## src/rtl/mem_responder_if.sv

```systemverilog
// Request/response bus between an initiator and mem_responder: one request in, one response out,
// each with its own valid/ready handshake.
interface mem_responder_if;
  logic        req_valid;
  logic        req_we;
  logic [31:0] req_addr;
  logic [31:0] req_wdata;
  logic        req_ready;
  logic        rsp_valid;
  logic        rsp_ready;
  logic [31:0] rsp_rdata;
  logic        rsp_err;

  modport master (
    output req_valid, req_we, req_addr, req_wdata, rsp_ready,
    input  req_ready, rsp_valid, rsp_rdata, rsp_err
  );

  modport slave (
    input  req_valid, req_we, req_addr, req_wdata, rsp_ready,
    output req_ready, rsp_valid, rsp_rdata, rsp_err
  );
endinterface

```

## src/rtl/mem_responder.sv

```systemverilog
// Single-outstanding word memory responder: response WAIT_CYCLES edges after acceptance, held until rsp_ready.
// Optional address/alignment error checking is enabled by defining MEM_RESP_ERR_EN.
module mem_responder #(
  parameter int DEPTH       = 64,
  parameter int WAIT_CYCLES = 2
) (
  input  logic             clk,
  input  logic             reset,
  mem_responder_if.slave   bus,
  output logic             busy
);
  localparam int AW = $clog2(DEPTH);
  localparam logic [3:0] CNT_LOAD = (WAIT_CYCLES > 0) ? 4'(WAIT_CYCLES - 1) : 4'd0;

  typedef enum logic [1:0] {
    ST_IDLE    = 2'd0,
    ST_WAIT    = 2'd1,
    ST_RESPOND = 2'd2
  } state_t;

  state_t         state;
  state_t         state_nxt;
  logic [3:0]     cnt;
  logic           cap_we;
  logic [31:0]    cap_addr;
  logic [31:0]    cap_wdata;
  logic [31:0]    mem [DEPTH];
  logic [31:0]    rdata_q;
  logic           err_q;

  logic           accept;
  logic           enter_rsp;
  logic           acc_we;
  logic [31:0]    acc_addr;
  logic [31:0]    acc_wdata;
  logic [AW-1:0]  acc_idx;
  logic           acc_err;

  always_ff @(posedge clk or negedge reset) begin
    if (!reset) begin
      state <= ST_IDLE;
    end else begin
      state <= state_nxt;
    end
  end

  // req_ready is gated by reset so it stays low while reset is held.
  always_comb begin
    state_nxt     = state;
    accept        = 1'b0;
    enter_rsp     = 1'b0;
    bus.req_ready = 1'b0;
    bus.rsp_valid = 1'b0;
    busy          = 1'b1;
    case (state)
      ST_IDLE: begin
        busy          = 1'b0;
        bus.req_ready = reset;
        if (bus.req_valid && reset) begin
          accept = 1'b1;
          if (WAIT_CYCLES == 0) begin
            state_nxt = ST_RESPOND;
            enter_rsp = 1'b1;
          end else begin
            state_nxt = ST_WAIT;
          end
        end
      end
      ST_WAIT: begin
        if (cnt == 4'd0) begin
          state_nxt = ST_RESPOND;
          enter_rsp = 1'b1;
        end
      end
      ST_RESPOND: begin
        bus.rsp_valid = 1'b1;
        if (bus.rsp_ready) begin
          state_nxt = ST_IDLE;
        end
      end
      default: begin
        state_nxt = ST_IDLE;
      end
    endcase
  end

  always_ff @(posedge clk or negedge reset) begin
    if (!reset) begin
      cap_we    <= 1'b0;
      cap_addr  <= '0;
      cap_wdata <= '0;
    end else if (accept) begin
      cap_we    <= bus.req_we;
      cap_addr  <= bus.req_addr;
      cap_wdata <= bus.req_wdata;
    end
  end

  always_ff @(posedge clk or negedge reset) begin
    if (!reset) begin
      cnt <= 4'd0;
    end else if (accept) begin
      cnt <= CNT_LOAD;
    end else if (state == ST_WAIT && cnt != 4'd0) begin
      cnt <= cnt - 4'd1;
    end
  end

  // With zero wait states the access happens on the acceptance edge, so use the live request.
  always_comb begin
    if (state == ST_IDLE) begin
      acc_we    = bus.req_we;
      acc_addr  = bus.req_addr;
      acc_wdata = bus.req_wdata;
    end else begin
      acc_we    = cap_we;
      acc_addr  = cap_addr;
      acc_wdata = cap_wdata;
    end
  end

  assign acc_idx = acc_addr[AW+1:2];

`ifdef MEM_RESP_ERR_EN
  assign acc_err = (acc_addr[31:AW+2] != '0) || (acc_addr[1:0] != 2'b00);
`else
  // Upper and byte-offset bits are ignored: the word index wraps modulo DEPTH.
  logic unused_addr;
  assign unused_addr = ^{acc_addr[31:AW+2], acc_addr[1:0]};
  assign acc_err     = 1'b0;
`endif

  always_ff @(posedge clk or negedge reset) begin
    if (!reset) begin
      for (int i = 0; i < DEPTH; i++) begin
        mem[i] <= '0;
      end
    end else if (enter_rsp && acc_we && !acc_err) begin
      mem[acc_idx] <= acc_wdata;
    end
  end

  always_ff @(posedge clk or negedge reset) begin
    if (!reset) begin
      rdata_q <= '0;
      err_q   <= 1'b0;
    end else if (enter_rsp) begin
      rdata_q <= (acc_we || acc_err) ? 32'd0 : mem[acc_idx];
      err_q   <= acc_err;
    end
  end

  assign bus.rsp_rdata = rdata_q;
  assign bus.rsp_err   = err_q;
endmodule

```

## src/flat_wrapper.sv

```systemverilog
// flat-port wrapper written by rule: the top's interface ports become plain ports
module mem_responder_flat 
#(
  parameter int DEPTH       = 64,
  parameter int WAIT_CYCLES = 2
)
  (clk, reset, busy, bus_req_valid, bus_req_we, bus_req_addr, bus_req_wdata, bus_rsp_ready, bus_req_ready, bus_rsp_valid, bus_rsp_rdata, bus_rsp_err);
  mem_responder_if bus_i ();
  input  logic clk;
  input  logic reset;
  output logic busy;
  input wire logic [$bits(bus_i.req_valid)-1:0] bus_req_valid;
  input wire logic [$bits(bus_i.req_we)-1:0] bus_req_we;
  input wire logic [$bits(bus_i.req_addr)-1:0] bus_req_addr;
  input wire logic [$bits(bus_i.req_wdata)-1:0] bus_req_wdata;
  input wire logic [$bits(bus_i.rsp_ready)-1:0] bus_rsp_ready;
  output wire logic [$bits(bus_i.req_ready)-1:0] bus_req_ready;
  output wire logic [$bits(bus_i.rsp_valid)-1:0] bus_rsp_valid;
  output wire logic [$bits(bus_i.rsp_rdata)-1:0] bus_rsp_rdata;
  output wire logic [$bits(bus_i.rsp_err)-1:0] bus_rsp_err;
  assign bus_i.req_valid = bus_req_valid;
  assign bus_i.req_we = bus_req_we;
  assign bus_i.req_addr = bus_req_addr;
  assign bus_i.req_wdata = bus_req_wdata;
  assign bus_i.rsp_ready = bus_rsp_ready;
  assign bus_req_ready = bus_i.req_ready;
  assign bus_rsp_valid = bus_i.rsp_valid;
  assign bus_rsp_rdata = bus_i.rsp_rdata;
  assign bus_rsp_err = bus_i.rsp_err;
  mem_responder #(.DEPTH(DEPTH), .WAIT_CYCLES(WAIT_CYCLES)) u_core (.clk(clk), .reset(reset), .bus(bus_i), .busy(busy));
endmodule
```

## config.mk

```make
export PLATFORM = sky130hd
export DESIGN_NAME = mem_responder_flat
export DESIGN_NICKNAME = d
export VERILOG_FILES = /design/src/rtl/mem_responder_if.sv /design/src/rtl/mem_responder.sv /design/src/flat_wrapper.sv
export SDC_FILE = /design/constraint.sdc
export NUM_CORES = 2
export LEC_CHECK = 0
export CORE_MARGIN = 2
export CORE_UTILIZATION = 35
export CTS_BUF_LIST = sky130_fd_sc_hd__clkbuf_8 sky130_fd_sc_hd__clkbuf_16
export DETAILED_ROUTE_END_ITERATION = 16
export HOLD_SLACK_MARGIN = 0.06
export PLACE_DENSITY_LB_ADDON = 0.2
export SLEW_MARGIN = 20
export SYNTH_ARGS = -nofsm -noshare
export SYNTH_HDL_FRONTEND = slang
export SYNTH_SLANG_ARGS = --single-unit
```

## constraint.sdc

```tcl
create_clock -name clk -period 3.5 [get_ports clk]
set_clock_uncertainty 0.15 [all_clocks]
set_input_delay 0.525 -clock clk [delete_from_list [all_inputs] [get_ports clk]]
set_output_delay 0.525 -clock clk [all_outputs]
set_load 0.02 [all_outputs]
```

==> summary.md <==
| Metric | Value |
|---|---|
| Multi-input gate area | 33500 µm² |
| 1st-pass router iterations | 6 |
| DRT Wirelength | approximately 400000 µm |
| HPWL after DPL | 261000 µm |
| CTS tree | yes |
| GR Util met1 | 0.420 |
| Setup-failing EPs final | 0 |
| Worst Setup Start Kind | flop |
| Num ports | approximately 110 |
| Row cnt | between 150 and 200 |
| Global-route wire length before repair | between 500000 and 600000 µm |
| Top Family by Delay on Critical Path | buffers and inverters |
| Worst Path Buf+Inv | 6 |
| Hold_ws | around 0.1 ns |
| Leak pwr | 51.4 nW |
| Number of global-route vias before repair | roughly 75000 |
| Post-synth cell types | 68 |
| Commonest non-fill, non-tap cell in the layout | dfrtp_1 |
| Via count | 79200 |
| Max_slew headroom | 0.254 |
| Synth Area per Inst | approximately 9.2 µm² |
| Met2 GRT Util | 0.466 |
| Num CTS Buffers | 225 |
| Die area | ~260000 µm² |
| Syn Inst Count | about 9700 |
| Hold-critical path depth | 3 |
| Worst Min Path Start | bus_req_wdata[12] |
| Fmax | between 0.2 and 0.3 GHz |
| Sink Count | roughly 2100 |
| Grt total ovfl | 0 |
| R2R depth | 12 |
| Final Total Pwr | around 95 mW |
| FILL cells | 24200 |
| Worst path cell trace | buf_12, o21ba_2, a22oi_2, buf_4, buf_12, buf_12, buf_4, o22ai_1, nor4_1, buf_4, o2111ai_1, o31ai_1 |
| Met3 Track Usage GR | 0.0618 |
| Most frequent cells in the layout | 2125 x dfrtp_1, 1818 x nor2_1, 1785 x a21oi_1, 1089 x nand2_1, 598 x buf_4 |
| Final Hold Vio Count | 0 |
| RR Endpoint | u_core.bus.rsp_rdata[27] |
| Crit Reg-Reg Startpoint | u_core.state[0] |
| Area grow syn2layout | 23.7% |
| Hold Crit Class | in2reg |
| Syn Std Cell Area | ~90000 µm² |
| Chip width | roughly 500 µm |
| Routed len/inst | a little under 30 µm |
| Crit. path cell count | 12 |
| Crit path required time | roughly 4.2 ns |
| Via density | just under 6 |
| Ys async rst share | 1.00 |
| Antenna Nets Post-Route | 0 |
| Initial antenna violation count | 18 |
| Worst setup EP type | flop |
| GRT busiest layer | met2 |
| IO Port Bufs | 77 |
| Slew at the pin closest to its max-slew limit | 1.12 ns |
| Crit path DAT | 4.16 ns |
| CTS clk-pin slew, worst paths | about 0.070 ns |
| Slew Viols, Final | 0 |
| Reg2reg setup slack | ~0.0073 ns |
| Die height | between 500 and 600 µm |
| Register area | about 53000 µm² |
| Core Footprint | around 250000 µm² |
| Starting Density | 0.352 |
| Final worst path period share | 0.998 |
| CP max FO | 23 |
| Register area share after synthesis | 0.593 |
| Layout cell share with drive strength beyond 1 | 0.143 |
| Core Util, Final | 0.436 |
| Worst Setup Path Type | reg2reg |
| Worst-Skew Late Latency | 0.91 ns |
| Placer Congestion | between 0.9 and 1 |
| Power density over the cells | ~860 nW/µm² |
| Slowest-stage cell, CP | nor4_1 |
| Post-synth EDFFs | 0 |
| Total of max-cap violations | 0 |
| Tmin final | ~3.5 ns |
| #FFs+latches synth | around 2100 |
| Pin count of the biggest net entering global routing | about 170 |
| Worst setup path start | u_core.state[0] |
| Clock buffer depth | 3 |
| Iter 0 DRT Violations | 9739 |
| Final worst slack | roughly 0.0073 ns |
| Outcome | finished clean |
| Dpl ws | -0.635 ns |
| Final #Nets | between 10000 and 15000 |
| Ys Warns | 0 |
| Htree depth | 4 |
| GRT Total Usage | 0.308 |
| DR DRC count | 0 |
| Top FF cell, synth | dfrtp_1 |
| Root Buffer | clkbuf_16 |
| Max VDD drop | just over 0.7 mV |
| Max incr delay on CP | 0.63 ns |
| Hold EP | u_core.cap_wdata[12] |
| Net Count, Synth | a little under 10000 |
[worst max-delay path by stage]
stage / endpoint / slack, ns
2_1_floorplan: u_core.mem[1078] / 0.80
3_3_place_gp: u_core.bus.rsp_rdata[11] / -1.02
3_5_place_dp: u_core.bus.rsp_rdata[11] / -0.64
4_1_cts: u_core.bus.rsp_rdata[11] / 0.005
5_1_grt: u_core.bus.rsp_rdata[26] / -0.01
6_report: u_core.bus.rsp_rdata[27] / 0.007
[area by class of cell]
cell class | count | area share
tap | 3366 | 0.0380
antenna | 11 | 0.000248
clock inverter | 123 | 0.0101
clock buffer | 287 | 0.0586
sequential | 2125 | 0.479
timing repair buffer | 1031 | 0.112
inverter | 4 | 0.000135
multi-input combinational | 6697 | 0.302
[kinds of logic (layout without fill, tap and decap cells)]
group | Yosys count | count (layout) | share of synthesized area
AOI/OAI and AO/OA | 3211 | 3211 | 0.199
xor gates and xnor gates | 3 | 3 | 0.000293
adders and majority gates | 1 | 1 | 0.000140
buffers and inverters | 903 | 1445 | 0.0440
DFF | 2125 | 2125 | 0.593
muxes | 84 | 84 | 0.00939
other | 1 | 12 | 0.0000418
and+or+nand+nor | 3397 | 3397 | 0.154
[worst min-delay path, cell delays in order]
cell,delay [ns]
clkdlybuf4s50_1,0.46
nand2_1,0.08
nand2_1,0.04
[stage by stage]
step | instances | TNS, ns | instance area (µm²)
global route | 13600 | -0.0107 | 111000
CTS | 13600 | 0 | 111000
global placement | 13200 | -312.57 | 103000
detailed placement | 13200 | -324.74 | 103000
floorplan | 9725 | 0 | 89700
finish | 13600 | 0 | 111000
[state kept, by name (all words and copies together) (netlist names)]
signal and cells:
u_core.mem 2048, u_core.bus.rsp_rdata 32, u_core.cap_wdata 32, u_core.cap_addr 6, u_core.cnt 4, u_core.state 2, u_core.cap_we 1
[report_power, final]
group	switching (mW)	internal, mW
Combinational	25.6	14.3
Sequential	2.26	28.0
Clock	10.6	14.1
[cells in the mapped netlist, types with 4 or more instances]
master | number | area, µm²
o41ai_1 | 20 | 175
o221ai_1 | 18 | 158
mux2i_1 | 83 | 831
nand2b_1 | 7 | 43.8
dfrtp_1 | 2125 | 53200
buf_1 | 14 | 52.6
nor2_1 | 1820 | 6830
nor4_1 | 120 | 751
o21ai_0 | 543 | 2720
nor2b_1 | 7 | 43.8
a311oi_1 | 17 | 149
a32oi_1 | 25 | 219
or3_1 | 18 | 113
o22ai_1 | 575 | 3600
a22oi_4 | 4 | 85.1
and2_1 | 4 | 25.0
a21o_1 | 5 | 37.5
clkbuf_1 | 506 | 1900
nor2_4 | 17 | 191
and3_1 | 40 | 250
o2111ai_1 | 8 | 70.1
o31ai_1 | 27 | 203
a21oi_1 | 1785 | 8930
nand2_1 | 1120 | 4200
a211oi_1 | 33 | 248
a31oi_1 | 61 | 382
nor2_2 | 33 | 206
nand4_1 | 4 | 25.0
a2111oi_0 | 6 | 52.6
buf_2 | 351 | 1760
a311o_1 | 10 | 100
buf_4 | 26 | 195
o22a_1 | 11 | 96.3
nor3_1 | 71 | 355
a32o_1 | 36 | 360
nand3_1 | 108 | 541
o21a_1 | 4 | 30.0
or4_1 | 12 | 90.1
[layer usage]
layer,routed length [µm],share of wire
met1,168000,0.41
met2,180000,0.44
met3,36000,0.089
met4,22600,0.056
met5,78,0.00019
[repair_timing]
item,in CTS,in global routing
pin swaps,0,5
gates cloned,1,1
gates resized for setup,7,14
hold buffers,6,0
endpoints found under the setup margin,6,19
buffers inserted,1,6
endpoints found under the hold margin,730,0
Power figures use the tool's default switching activity.
